<file path="config.mk">
export PLATFORM = sky130hd
export DESIGN_NAME = ecc_point_add_seq
export DESIGN_NICKNAME = d
export VERILOG_FILES = /design/src/rtl/ecc_point_add_seq.sv
export SDC_FILE = /design/constraint.sdc
export NUM_CORES = 1
export LEC_CHECK = 0
export ABC_AREA = 1
export BUFFER_PORTS_ARGS = -buffer_cell sky130_fd_sc_hd__buf_2
export CAP_MARGIN = 20
export CELL_PAD_IN_SITES_DETAIL_PLACEMENT = 1
export CELL_PAD_IN_SITES_GLOBAL_PLACEMENT = 2
export CORE_MARGIN = 2
export CORE_UTILIZATION = 35
export CTS_CLUSTER_DIAMETER = 120
export DETAILED_ROUTE_END_ITERATION = 16
export PLACE_DENSITY_LB_ADDON = 0.15
export REMOVE_ABC_BUFFERS = 1
export SYNTH_ARGS = -nofsm -noshare
export SYNTH_HDL_FRONTEND = slang
export SYNTH_SLANG_ARGS = --single-unit
</file>
<file path="constraint.sdc">
create_clock -name i_clk -period 5.9 [get_ports i_clk]
set_clock_uncertainty 0.15 [all_clocks]
set_input_delay 0.295 -clock i_clk [delete_from_list [all_inputs] [get_ports i_clk]]
set_output_delay 0.295 -clock i_clk [all_outputs]
set_load 0.02 [all_outputs]
</file>
<file path="src/rtl/ecc_point_add_seq.sv">
// ecc_point_add_seq: runs the 9-step affine point-add micro-program on the GFAU; `define ECC_PADD_INF_EN enables point-at-infinity handling
module ecc_point_add_seq #(
    parameter int SIZE = 33
) (
    input  logic            i_clk,
    input  logic            i_rst_n,
    input  logic            start,
    input  logic [SIZE-1:0] x1,
    input  logic [SIZE-1:0] y1,
    input  logic [SIZE-1:0] x2,
    input  logic [SIZE-1:0] y2,
    input  logic [SIZE-1:0] prime,
    input  logic            in_inf_p,
    input  logic            in_inf_q,
    output logic            busy,
    output logic            done,
    output logic            err,
    output logic [SIZE-1:0] x3,
    output logic [SIZE-1:0] y3,
    output logic            out_inf,
    output logic [1:0]      gfau_op,
    output logic [SIZE-1:0] gfau_in_0,
    output logic [SIZE-1:0] gfau_in_1,
    output logic            gfau_go,
    input  logic [SIZE-1:0] gfau_result,
    input  logic            gfau_done,
    output logic [3:0]      step
);
    typedef enum logic [2:0] {IDLE, LOAD, ISSUE, WAIT, DONE} state_t;
    state_t state;
    logic [SIZE-1:0] r [8];
    logic [SIZE-1:0] r_nxt [8];
    logic [SIZE-1:0] b_x, b_y;
    logic [10:0] ins_cur, ins_nxt;
    logic [3:0] step_nxt;
    logic done_q, cap, same_x, same_y, byp, b_err, b_inf, iss, fin, unused_in;

    // {op, srcA, srcB, dst}; r4=t0 r5=t1 r6=lam r7=t2
    function automatic logic [10:0] rom(input logic [3:0] s);
        case (s)
            4'd0:    rom = {2'd1, 3'd3, 3'd1, 3'd4};
            4'd1:    rom = {2'd1, 3'd2, 3'd0, 3'd5};
            4'd2:    rom = {2'd3, 3'd4, 3'd5, 3'd6};
            4'd3:    rom = {2'd2, 3'd6, 3'd6, 3'd7};
            4'd4:    rom = {2'd1, 3'd7, 3'd0, 3'd7};
            4'd5:    rom = {2'd1, 3'd7, 3'd2, 3'd4};
            4'd6:    rom = {2'd1, 3'd0, 3'd4, 3'd5};
            4'd7:    rom = {2'd2, 3'd6, 3'd5, 3'd5};
            default: rom = {2'd1, 3'd5, 3'd1, 3'd7};
        endcase
    endfunction

    assign cap       = state == WAIT && gfau_done && !done_q;
    assign step_nxt  = state == LOAD ? 4'd0 : step + 4'd1;
    assign ins_cur   = rom(step);
    assign ins_nxt   = rom(step_nxt);
    assign same_x    = x1 == x2;
    assign same_y    = y1 == y2;
    assign iss       = (state == LOAD && !byp) || (cap && step != 4'd8);
    assign fin       = (state == LOAD && byp) || (cap && step == 4'd8);
    assign unused_in = ^{prime, in_inf_p, in_inf_q, same_y, ins_cur[10:3]};

`ifdef ECC_PADD_INF_EN
    assign byp   = in_inf_p || in_inf_q || same_x;
    assign b_inf = (in_inf_p && in_inf_q) || (!in_inf_p && !in_inf_q && same_x && !same_y);
    assign b_err = !in_inf_p && !in_inf_q && same_x && same_y;
    assign b_x   = in_inf_p && !in_inf_q ? x2 : in_inf_q && !in_inf_p ? x1 : '0;
    assign b_y   = in_inf_p && !in_inf_q ? y2 : in_inf_q && !in_inf_p ? y1 : '0;
`else
    assign byp   = same_x;
    assign b_inf = 1'b0;
    assign b_err = same_x;
    assign b_x   = '0;
    assign b_y   = '0;
`endif

    // Next view of the scratch file, so a value written this cycle can feed the following issue
    always_comb begin
        r_nxt = r;
        if (state == LOAD) begin
            r_nxt[0] = x1;
            r_nxt[1] = y1;
            r_nxt[2] = x2;
            r_nxt[3] = y2;
        end
        if (cap) r_nxt[ins_cur[2:0]] = gfau_result;
    end

    // Sequencer FSM with registered GFAU controls and results
    always_ff @(posedge i_clk or negedge i_rst_n) begin
        if (!i_rst_n) begin
            state     <= IDLE;
            for (int i = 0; i < 8; i++) r[i] <= '0;
            done_q    <= 1'b0;
            busy      <= 1'b0;
            done      <= 1'b0;
            err       <= 1'b0;
            out_inf   <= 1'b0;
            x3        <= '0;
            y3        <= '0;
            gfau_go   <= 1'b0;
            gfau_op   <= 2'd0;
            gfau_in_0 <= '0;
            gfau_in_1 <= '0;
            step      <= 4'd0;
        end else begin
            r      <= r_nxt;
            done_q <= gfau_done;
            done   <= 1'b0;
            if (iss) begin
                state     <= ISSUE;
                step      <= step_nxt;
                gfau_go   <= 1'b1;
                gfau_op   <= ins_nxt[10:9];
                gfau_in_0 <= r_nxt[ins_nxt[8:6]];
                gfau_in_1 <= r_nxt[ins_nxt[5:3]];
            end else if (fin) begin
                state   <= DONE;
                busy    <= 1'b0;
                done    <= 1'b1;
                err     <= state == LOAD && b_err;
                out_inf <= state == LOAD && b_inf;
                x3      <= state == LOAD ? b_x : r_nxt[4];
                y3      <= state == LOAD ? b_y : r_nxt[7];
            end else begin
                case (state)
                    IDLE: if (start) begin
                        state <= LOAD;
                        busy  <= 1'b1;
                    end
                    ISSUE: begin
                        state   <= WAIT;
                        gfau_go <= 1'b0;
                    end
                    DONE: state <= IDLE;
                    default: ;
                endcase
            end
        end
    end
endmodule
</file>
==> impl_metrics.csv, run 1 <==
group,metric,value,unit
run_status,status,"completed",
route,drcViolationCount,0,
worst_setup_path,critical_path_class,"flip-flop to flip-flop",
cells_and_area,final_core_util,44.1,%
floorplan,die_h,254,um
placed_design,gp_congestion,0.795,
grt,grt_usage,27.7,%
floorplan,core_area,61800,um^2
clock_network,holdBufCountCts,168,
floorplan,die_w,254,um
grt,grt_max_degree,131,
worst_setup_path,r2r_cells,15,
sta,worstMarginPinSlew,1.13,ns
worst_setup_path,cp.required,6.28,ns
logic_synthesis,ys_ff_latch,410,
worst_setup_path,cpMostUsedCell,"nand3_1",
worst_setup_path,end_kind,"flip-flop",
power,ir_drop,0.435,mV
power,p_per_area,709,nW/um^2
placed_design,dp_cells,3961,
route,wl_per_cell,21.2,um
floorplan,ioPinCount,347,
power,total_leakage_power,0.0144,uW
grt,grt-busiest-layer,"met2",
sta,max_freq,0.223,GHz
logic_synthesis,avgSynthCellArea,7.35,um^2
sta,setup_tns,0,ns
logic_synthesis,yosysTopAreaCellShare,46.9,%
logic_synthesis,netlist-cell-type-count,33,
logic_synthesis,ys_seq_area_share,46.9,%
logic_synthesis,synth_ff_type,"dfrtp_1",
power,power,19300,uW
logic_synthesis,synthCells,2980,
clock_network,cts_setup_buffers,0,
sta,setup_violations,0,
sta,final_hold_viol_count,0,
worst_setup_path,path_buf_inv,4,
clock_network,cts_tree,"done",
floorplan,start_util,35.4,%
placed_design,portBuffers,310,
power,p_sw_share,52.8,%
route,ant_nets,0,
logic_synthesis,synth_common_cells,"nand2_1, nand3_1, dfrtp_1",
run,maxCapViolCount,0,
worst_setup_path,rr_startpoint,"step[0]",
route,dr.pass1.iters,6,
cells_and_area,layout-drive-gt1-share,15.9,%
clock_network,clk_pin_slew,0.06,ns
clock_network,clock_latency,0.61,ns
power,clkPwrFrac,16.3,%
cells_and_area,final_net_count,3554,
worst_setup_path,crit_family,"simple AND/OR/NAND/NOR gates",
grt,antenna_found_initial,5,
worst_hold_path,hp-class,"input pin to async pin",
power,combPwrFrac,59.9,%
sta,relSlewSlack,24.7,%
power,seqPwrFrac,23.8,%
grt,grt-ovfl-total,0,
worst_setup_path,cp-startpoint,"step[0]",
worst_setup_path,max_stage_delay,0.90,ns
clock_network,htreeDepth,2,
clock_network,cts_buffers,51,
worst_setup_path,rr_endpoint,"gfau_in_0[3]",
placed_design,hpwl,52500,um
sta,drv_slew,0,
cells_and_area,multi_input_area,9280,um^2
logic_synthesis,synth_top_area_cell,"dfrtp_1",
route,num_vias,21800,
logic_synthesis,synth.most_common_cell,"nand2_1",
grt,grt_pass1_wl,137000,um
logic_synthesis,async_flop_share,100,%
power,power.internal,9130,uW
sta,holdWs,0.224,ns
cells_and_area,stdcell_count,4225,
floorplan,dieArea,64600,um^2
sta,rsz0062_at_grt,"false",
sta,period_minus_slack,4.48,ns
worst_setup_path,cp_cell_sequence,"inv_1 -> ha_1 -> nand2_1 -> inv_1 -> nor2_1 -> nand2_4 -> inv_2 -> nand3_4 -> inv_1 -> nand2_1 -> nand3_1 -> nand3_1 -> nand3_1 -> nand3_1 -> nand2_1",
worst_setup_path,cp_max_fo,45,
grt,met3_usage,3.68,%
route,viasPerCell,5.15,
grt,use_met2,46.5,%
clock_network,clock-root-buffer,"clkbuf_16",
route,drt_iter0_markers,1268,
worst_setup_path,worstSetupStartpointType,"flip-flop",
sta,fin_crit_sh,76.0,%
cells_and_area,syn_to_final_growth,24.7,%
power,switching_power,10200,uW
cells_and_area,register_area,10300,um^2
floorplan,rows,91,
route,wirelength,89500,um
grt,grt_use_met1,37.3,%
logic_synthesis,synth_warnings,0,
worst_setup_path,crit_path_top_delay_cell,"inv_1",
worst_setup_path,cp.arrival,4.86,ns
worst_setup_path,reg2reg_slack,1.42,ns
clock_network,cts_buffer_depth,3,
logic_synthesis,synth-edff-count,0,
logic_synthesis,synth_area_leaders,"dfrtp_1, nand2_1, nand3_1",
grt,grt_pass1_vias,22800,
clock_network,clock_sinks,410,
cells_and_area,fillers,7717,
logic_synthesis,syn_area,21900,um^2
clock_network,ctsResizeCount,0,
-- logic make-up (layout without fill, tap and decap cells) --
logic type | count (synthesis) | count (layout) | synth area share [%]
AO/OA/AOI/OAI | 282 | 282 | 7.46
adder cells (fa/ha/maj) | 3 | 3 | 0.171
XOR/XNOR | 16 | 16 | 0.640
other | 1 | 4 | 0.0171
AND/OR/NAND/NOR | 1680 | 1680 | 33.7
flip-flops | 410 | 410 | 46.9
buffers and inverters | 588 | 993 | 11.1
-- power groups by stage --
| stage | Sequential [uW] | Clock [uW] | Combinational, uW |
|---|---|---|---|
| finish | 4600 | 3160 | 11600 |
| global route | 4730 | 3330 | 12800 |
| CTS | 4610 | 3230 | 11600 |
| detailed placement | 4640 | 0 | 11400 |
| global placement | 4600 | 0 | 11200 |
| floorplan | 4940 | 0 | 6660 |
-- area by class of cell --
class / instances / area share (%)
sequential: 410 / 37.6
clock inverter: 13 / 0.568
tap: 837 / 3.84
multi-input combinational: 1982 / 34.0
inverter: 387 / 5.36
clock buffer: 78 / 5.49
timing repair buffer: 515 / 13.1
antenna: 3 / 0.0275
-- how the worst max path moves through the flow --
stage | to | slack (ns) | cells past startpoint
4_1_cts | gfau_in_0[3] | 1.38 | 15
5_1_grt | gfau_in_0[4] | 1.07 | 15
2_1_floorplan | gfau_in_0[16] | -0.28 | 9
3_3_place_gp | gfau_in_0[9] | 1.54 | 15
3_5_place_dp | gfau_in_0[3] | 1.41 | 15
6_report | gfau_in_0[3] | 1.42 | 15
-- routing by layer --
metal	vias up	wire length [um]
li1	10200	-
met1	10900	40400
met2	501	42800
met3	142	3870
met4	4	2350
met5	-	32
-- cells in the final DEF, fill, tap and decap left out, types with 4 or more instances in the layout --
cell,synthesis,final
buf_2,92,309
inv_2,17,10
clkbuf_8,0,10
clkinv_2,0,16
or2_2,60,60
o21ai_0,161,161
xnor2_1,15,15
nand3_4,2,4
o211ai_1,63,63
clkbuf_1,74,16
buf_4,14,32
nand4_1,106,106
nor2_1,43,43
a21oi_1,15,15
dfrtp_1,410,410
or2_0,6,6
nand2_2,6,4
dlygate4sd3_1,0,168
nand2_4,1,6
clkbuf_16,0,52
buf_12,0,5
inv_1,370,369
o21ai_2,16,16
o21ai_1,26,26
nand3_1,437,436
nand2_1,1011,1007
-- registers in the layout (all words and copies together), names as in the netlist --
| register | flops |
|---|---|
| busy | 1 |
| done | 1 |
| done_q | 1 |
| err | 1 |
| gfau_go | 1 |
| gfau_in_0 | 33 |
| gfau_in_1 | 33 |
| gfau_op | 2 |
| r | 264 |
| state | 3 |
| step | 4 |
| x3 | 33 |
| y3 | 33 |
-- per-stage QoR --
step / area [um^2] / setup slack, ns
2_1_floorplan: 20900 / -0.275
3_3_place_gp: 23900 / 1.54
3_5_place_dp: 23900 / 1.41
4_1_cts: 27200 / 1.38
5_1_grt: 27300 / 1.07
6_report: 27300 / 1.42
-- worst reg2reg max path, delay by kind of cell (launching register included) --
kind,cells,cell delay (ns)
flip-flops,1,0.52
adder cells (fa/ha/maj),1,0.24
AND/OR/NAND/NOR,10,1.77
buffers and inverters,4,1.72
No activity file was read; power rests on OpenSTA's default activity.
==> run 2: changes to the inputs <==
--- a/config.mk
+++ b/config.mk
@@ -5,13 +5,13 @@
 export SDC_FILE = /design/constraint.sdc
 export NUM_CORES = 1
 export LEC_CHECK = 0
-export ABC_AREA = 1
+export ABC_AREA = 0
 export BUFFER_PORTS_ARGS = -buffer_cell sky130_fd_sc_hd__buf_2
 export CAP_MARGIN = 20
 export CELL_PAD_IN_SITES_DETAIL_PLACEMENT = 1
 export CELL_PAD_IN_SITES_GLOBAL_PLACEMENT = 2
 export CORE_MARGIN = 2
-export CORE_UTILIZATION = 35
+export CORE_UTILIZATION = 31
 export CTS_CLUSTER_DIAMETER = 120
 export DETAILED_ROUTE_END_ITERATION = 16
 export PLACE_DENSITY_LB_ADDON = 0.15
==> constraint.sdc (replaced) <==
create_clock -name i_clk -period 3.6 [get_ports i_clk]
set_clock_uncertainty 0.15 [all_clocks]
set_input_delay 0.18 -clock i_clk [delete_from_list [all_inputs] [get_ports i_clk]]
set_output_delay 0.18 -clock i_clk [all_outputs]
set_load 0.02 [all_outputs]
==> impl_metrics.csv, run 2 <==
group,metric,value,unit
clock_network,cts_setup_buffers,0,
worst_setup_path,path_depth,8,
worst_setup_path,worstSetupStartpointType,"flip-flop",
worst_setup_path,max_stage_delay,0.89,ns
logic_synthesis,syn_area,20400,um^2
route,drcViolationCount,0,
sta,max_freq,0.301,GHz
clock_network,clock-root-buffer,"clkbuf_16",
clock_network,cts_buffer_depth,3,
logic_synthesis,synthCells,2220,
worst_hold_path,hp-class,"input pin to async pin",
cells_and_area,final_net_count,2857,
sta,relSlewSlack,22.9,%
clock_network,clock_sinks,410,
floorplan,die_w,260,um
logic_synthesis,synth-edff-count,0,
logic_synthesis,synth_common_cells,"nand2_1, dfrtp_1, o21ai_0",
grt,grt_pass1_vias,20400,
clock_network,cts_buffers,50,
logic_synthesis,yosysTopAreaCellShare,50.3,%
cells_and_area,top_register,"r",
route,viasPerCell,5.42,
worst_setup_path,r2r_cells,8,
worst_setup_path,cp_max_fo,22,
worst_setup_path,critical_path_class,"flip-flop to flip-flop",
worst_setup_path,end_kind,"flip-flop",
worst_setup_path,cpMostUsedCell,"o21ai_0",
power,combPwrFrac,48.6,%
grt,antenna_found_initial,2,
grt,grt_pass1_wl,135000,um
worst_setup_path,path_buf_inv,1,
sta,period_minus_slack,3.33,ns
power,total_leakage_power,0.0135,uW
clock_network,cts_tree,"done",
worst_setup_path,rr_endpoint,"gfau_in_1[30]",
cells_and_area,fillers,7589,
power,switching_power,11500,uW
sta,fin_crit_sh,92.4,%
cells_and_area,layout.cells.most_common,"nand2_1",
floorplan,ioPinCount,347,
route,drt_iter0_markers,1253,
worst_setup_path,reg2reg_slack,0.27,ns
power,p_per_area,949,nW/um^2
sta,worstMarginPinSlew,1.15,ns
logic_synthesis,synth_area_leaders,"dfrtp_1, nand2_1, mux2i_1",
grt,grt-ovfl-total,0,
power,power.internal,13900,uW
floorplan,die_h,260,um
power,ir_drop,0.489,mV
placed_design,dp_cells,3293,
cells_and_area,finalInstanceArea,26700,um^2
route,wl_per_cell,25.9,um
cells_and_area,layout-drive-gt1-share,20.5,%
cells_and_area,largest_reg_flops,264,
grt,grt_usage,26.9,%
logic_synthesis,synth_warnings,0,
power,p_sw_share,45.3,%
route,dr.pass1.iters,5,
power,seqPwrFrac,29.9,%
clock_network,clock_latency,0.59,ns
route,ant_nets,0,
worst_setup_path,crit_family,"compound AO/OA/AOI/OAI gates",
worst_setup_path,cp.required,3.93,ns
sta,setup_violations,0,
floorplan,start_util,31.2,%
floorplan,rows,94,
run_status,status,"completed",
clock_network,htreeDepth,2,
worst_setup_path,cp_cell_sequence,"inv_1 -> ha_4 -> nor2b_1 -> o21ai_0 -> a21oi_1 -> o21ai_4 -> o21ai_0 -> o41ai_2",
placed_design,portBuffers,310,
logic_synthesis,avgSynthCellArea,9.18,um^2
logic_synthesis,async_flop_share,100,%
clock_network,clk_pin_slew,0.06,ns
logic_synthesis,synth.most_common_cell,"nand2_1",
worst_setup_path,crit_path_top_delay_cell,"o21ai_4",
worst_setup_path,cp.arrival,3.66,ns
placed_design,place_area,23200,um^2
sta,rsz0062_at_grt,"false",
placed_design,hpwl,57000,um
route,wirelength,92100,um
sta,drv_slew,0,
logic_synthesis,synth_ff_type,"dfrtp_1",
cells_and_area,stdcell_count,3557,
logic_synthesis,ys_ff_latch,410,
cells_and_area,syn_to_final_growth,31.0,%
logic_synthesis,synth_top_area_cell,"dfrtp_1",
floorplan,core_area,65400,um^2
route,num_vias,19300,
floorplan,dieArea,67800,um^2
worst_setup_path,rr_startpoint,"step[0]",
cells_and_area,final_cell_mix,"nand2_1, dfrtp_1, buf_2, dlygate4sd3_1, o21ai_0",
placed_design,gp_congestion,0.808,
run,maxCapViolCount,0,
sta,final_hold_viol_count,0,
logic_synthesis,ys_seq_area_share,50.3,%
power,clkPwrFrac,21.5,%
logic_synthesis,netlist-cell-type-count,67,
grt,grt_max_degree,122,
-- run 2: cell count changes after synthesis, moves of 33 or more --
cell	before	now
nand4_1	106	4
nand2_1	1011	627
nor3_1	0	36
or2_2	60	0
nor4_1	0	40
a221oi_1	0	44
inv_1	370	94
nand3_1	437	85
o211ai_1	63	2
o22a_1	0	33
a21oi_1	15	128
mux2i_1	0	113
buf_2	92	37
o31ai_1	0	33
-- run 2: layer usage --
| metal | global-route usage [%] | wire (um) |
|---|---|---|
| met1 | 36.9 | 41500 |
| met5 | 0 | 12 |
| met4 | 8.43 | 2630 |
| met2 | 44.5 | 43800 |
| met3 | 3.11 | 4120 |
-- run 2: kinds of logic after synthesis --
logic type | share of synthesized area, %
multiplexers | 7.54
other | 0.0184
flip-flops | 50.3
XOR/XNOR | 1.72
AO/OA/AOI/OAI | 16.7
adder cells (fa/ha/maj) | 0.184
AND/OR/NAND/NOR | 17.7
buffers and inverters | 5.81
-- run 2: worst register-to-register path, stage by stage, from the launching register on --
cell     delay [ns]
dfrtp_1        0.51
inv_1          0.14
ha_4           0.49
nor2b_1        0.09
o21ai_0        0.18
a21oi_1        0.12
o21ai_4        0.89
o21ai_0        0.26
o41ai_2        0.39
-- run 2: area by class of cell --
cell class / instances / area, um^2 / area share [%]
Sequential cell: 410 / 10300 / 38.4
Multi-Input combinational cell: 1538 / 9140 / 34.2
Timing Repair Buffer: 556 / 4120 / 15.4
Clock buffer: 75 / 1510 / 5.64
Tap cell: 864 / 1080 / 4.05
Inverter: 94 / 353 / 1.32
Clock inverter: 17 / 245 / 0.918
Antenna cell: 3 / 7.51 / 0.0281
-- run 2: worst max-delay path by stage --
stage | endpoint | start
5_1_grt | gfau_in_1[22] | step[0]
3_5_place_dp | gfau_in_1[15] | step[1]
6_report | gfau_in_1[30] | step[0]
3_3_place_gp | gfau_in_1[15] | step[1]
4_1_cts | gfau_in_1[15] | step[1]
2_1_floorplan | gfau_op[0] | state[1]
-- run 2: power groups by stage --
stage,Combinational [uW],Sequential [uW],Clock (uW)
floorplan,6740,7700,0
global placement,11900,7570,0
detailed placement,12100,7630,0
CTS,12300,7560,5540
global route,13400,7760,5730
finish,12300,7580,5440
-- run 2: per-stage QoR --
| stage | total power (uW) | setup TNS (ns) | utilization [%] | setup WS, ns | hold slack (ns) |
|---|---|---|---|---|---|
| 4_1_cts | 25400 | 0 | 40.8 | 0.252 | 0.0962 |
| 5_1_grt | 26900 | 0 | 40.8 | 0.103 | 0.0986 |
| 6_report | 25300 | 0 | 40.9 | 0.273 | 0.0758 |
| 3_3_place_gp | 19400 | 0 | 35.5 | 0.350 | -0.0251 |
| 2_1_floorplan | 14400 | -677.82 | - | -5.03 | -0.266 |
| 3_5_place_dp | 19700 | 0 | 35.5 | 0.262 | -0.0198 |
-- run 2: timing repair --
action	4_1_cts	5_1_grt
endpoints found under the setup margin	0	1
hold buffers	169	0
endpoints found under the hold margin	784	0
resized for setup	0	1
==> run 3: changes to the inputs <==
--- a/config.mk
+++ b/config.mk
@@ -5,13 +5,13 @@
 export SDC_FILE = /design/constraint.sdc
 export NUM_CORES = 1
 export LEC_CHECK = 0
-export ABC_AREA = 0
-export BUFFER_PORTS_ARGS = -buffer_cell sky130_fd_sc_hd__buf_2
+export ABC_AREA = 1
+export BUFFER_PORTS_ARGS = -buffer_cell sky130_fd_sc_hd__buf_4
 export CAP_MARGIN = 20
 export CELL_PAD_IN_SITES_DETAIL_PLACEMENT = 1
 export CELL_PAD_IN_SITES_GLOBAL_PLACEMENT = 2
 export CORE_MARGIN = 2
-export CORE_UTILIZATION = 31
+export CORE_UTILIZATION = 29
 export CTS_CLUSTER_DIAMETER = 120
 export DETAILED_ROUTE_END_ITERATION = 16
 export PLACE_DENSITY_LB_ADDON = 0.15
==> impl_metrics.csv, run 3 (synthesis results as in run 1) <==
group,metric,value,unit
clock_network,ctsResizeCount,0,
cells_and_area,syn_to_final_growth,31.0,%
power,power,33000,uW
worst_setup_path,cp.required,3.92,ns
route,wirelength,95500,um
cells_and_area,top_register,"r",
clock_network,htreeDepth,2,
clock_network,clk_pin_slew,0.06,ns
power,combPwrFrac,61.0,%
cells_and_area,layout.cells.most_common,"nand2_1",
clock_network,clock_sinks,410,
sta,setup_violations,0,
worst_setup_path,crit_path_top_delay_cell,"buf_12",
power,power.internal,15800,uW
sta,final_hold_viol_count,0,
floorplan,core_area,74600,um^2
route,ant_nets,0,
worst_setup_path,crit_family,"simple AND/OR/NAND/NOR gates",
run,maxCapViolCount,0,
grt,grt-ovfl-total,0,
run_status,status,"completed",
clock_network,clock-root-buffer,"clkbuf_16",
cells_and_area,final_net_count,3584,
floorplan,dieArea,77700,um^2
sta,relSlewSlack,29.7,%
worst_setup_path,cp_max_fo,130,
grt,grt_pass1_wl,146000,um
placed_design,dp_slack,0.407,ns
floorplan,die_h,279,um
clock_network,cts_buffer_depth,3,
worst_setup_path,critical_path_class,"flip-flop to flip-flop",
sta,worstMarginPinSlew,1.05,ns
worst_setup_path,cp.arrival,3.52,ns
sta,drv_slew,0,
route,num_vias,21900,
power,p_sw_share,51.9,%
power,switching_power,17100,uW
worst_setup_path,cp_cell_sequence,"inv_2 -> nand3_4 -> nand3_2 -> nand2_8 -> buf_12 -> nand2_1 -> o211ai_1 -> nand3_1 -> nand3_1 -> nand2_1",
cells_and_area,final_cell_mix,"nand2_1, nand3_1, dfrtp_1, inv_1, buf_4",
route,wl_per_cell,21.8,um
clock_network,cts_setup_buffers,0,
power,total_leakage_power,0.0149,uW
floorplan,die_w,279,um
sta,rsz0062_at_grt,"false",
grt,grt_pass1_vias,23300,
sta,fin_crit_sh,88.8,%
placed_design,gp_congestion,0.794,
cells_and_area,largest_reg_flops,264,
worst_setup_path,end_kind,"flip-flop",
worst_setup_path,worstSetupStartpointType,"flip-flop",
sta,max_freq,0.313,GHz
grt,grt_max_degree,131,
power,ir_drop,1.01,mV
clock_network,cts_tree,"done",
floorplan,start_util,29.4,%
route,drt_iter0_markers,1046,
worst_setup_path,max_stage_delay,0.53,ns
sta,holdWs,0.0735,ns
power,clkPwrFrac,16.0,%
worst_hold_path,hp-class,"input pin to async pin",
worst_setup_path,path_buf_inv,2,
power,seqPwrFrac,23.0,%
sta,period_minus_slack,3.20,ns
power,p_per_area,1150,nW/um^2
route,drcViolationCount,0,
route,dr.pass1.iters,5,
placed_design,hpwl,58900,um
clock_network,clock_latency,0.60,ns
grt,grt_usage,24.5,%
clock_network,cts_buffers,52,
route,viasPerCell,4.99,
cells_and_area,layout-drive-gt1-share,16.8,%
sta,setup_ws,0.402,ns
grt,antenna_found_initial,1,
placed_design,portBuffers,310,
floorplan,ioPinCount,347,
floorplan,rows,100,
## run 3: changes by cell type in the layout (fill, tap and decap cells not counted), sizes merged, moves of 42 or more
cell	delta
nand2	+391
nand3	+357
inv	+285
mux2i	-114
a21oi	-113
nand4	+102
or2	+65
o211ai	+59
o21ai	+52
a221oi	-44
nor4	-42
## run 3: path summary, 6_finish.rpt
kind | to | cells after the start | from | slack (ns)
hold / removal | x3[9] | 2 | i_rst_n | 0.07
max in group asynchronous | busy | 4 | i_rst_n | 2.21
min in group i_clk | done_q | 2 | gfau_done | 0.15
hold reg to reg | y3[27] | 2 | y3[27] | 0.33
setup / recovery | gfau_in_0[2] | 10 | state[2] | 0.40
setup reg to reg | gfau_in_0[2] | 10 | state[2] | 0.40
## run 3: per-stage QoR
stage	cells	cell area, um^2	util [%]	TNS [ns]
final	4385	28700	38.5	0
after floorplan	2779	20900	-	-541.36
after global placement	4124	25300	33.9	0
after detailed placement	4124	25300	33.9	0
after CTS	4384	28700	38.5	0
after global routing	4384	28700	38.5	0
## run 3: worst register-to-register path, delay by kind of cell (launching register included)
family | cells | cell delay, ns
compound gates | 1 | 0.14
buf+inv | 2 | 0.64
flops | 1 | 0.47
simple gates | 7 | 1.68
## run 3: timing repair
| item | CTS | global route |
|---|---|---|
| hold endpoints to repair | 525 | 0 |
| hold buffers | 168 | 0 |
| setup endpoints to repair | 0 | 0 |
## run 3: area by class of cell
type	count	area, um^2
Clock inverter	12	113
Antenna cell	1	2.50
Timing Repair Buffer	544	4750
Tap cell	969	1210
Inverter	387	1460
Multi-Input combinational cell	1982	9290
Fill cell	9042	45900
Clock buffer	80	1590
Sequential cell	410	10300
## run 3: per-layer routing
layer	global-route usage [%]	share of wire [%]
met1	32.7	45
met2	42.1	48
met3	3.00	4.0
met4	6.15	2.3
met5	0	0.010
## run 3: power by group through the flow
stage	Combinational [uW]	Clock (uW)	Sequential [uW]
5_1_grt	22200	5600	7800
4_1_cts	20300	5430	7610
3_3_place_gp	19600	0	7610
3_5_place_dp	20000	0	7670
2_1_floorplan	10500	0	8100
6_report	20100	5260	7590
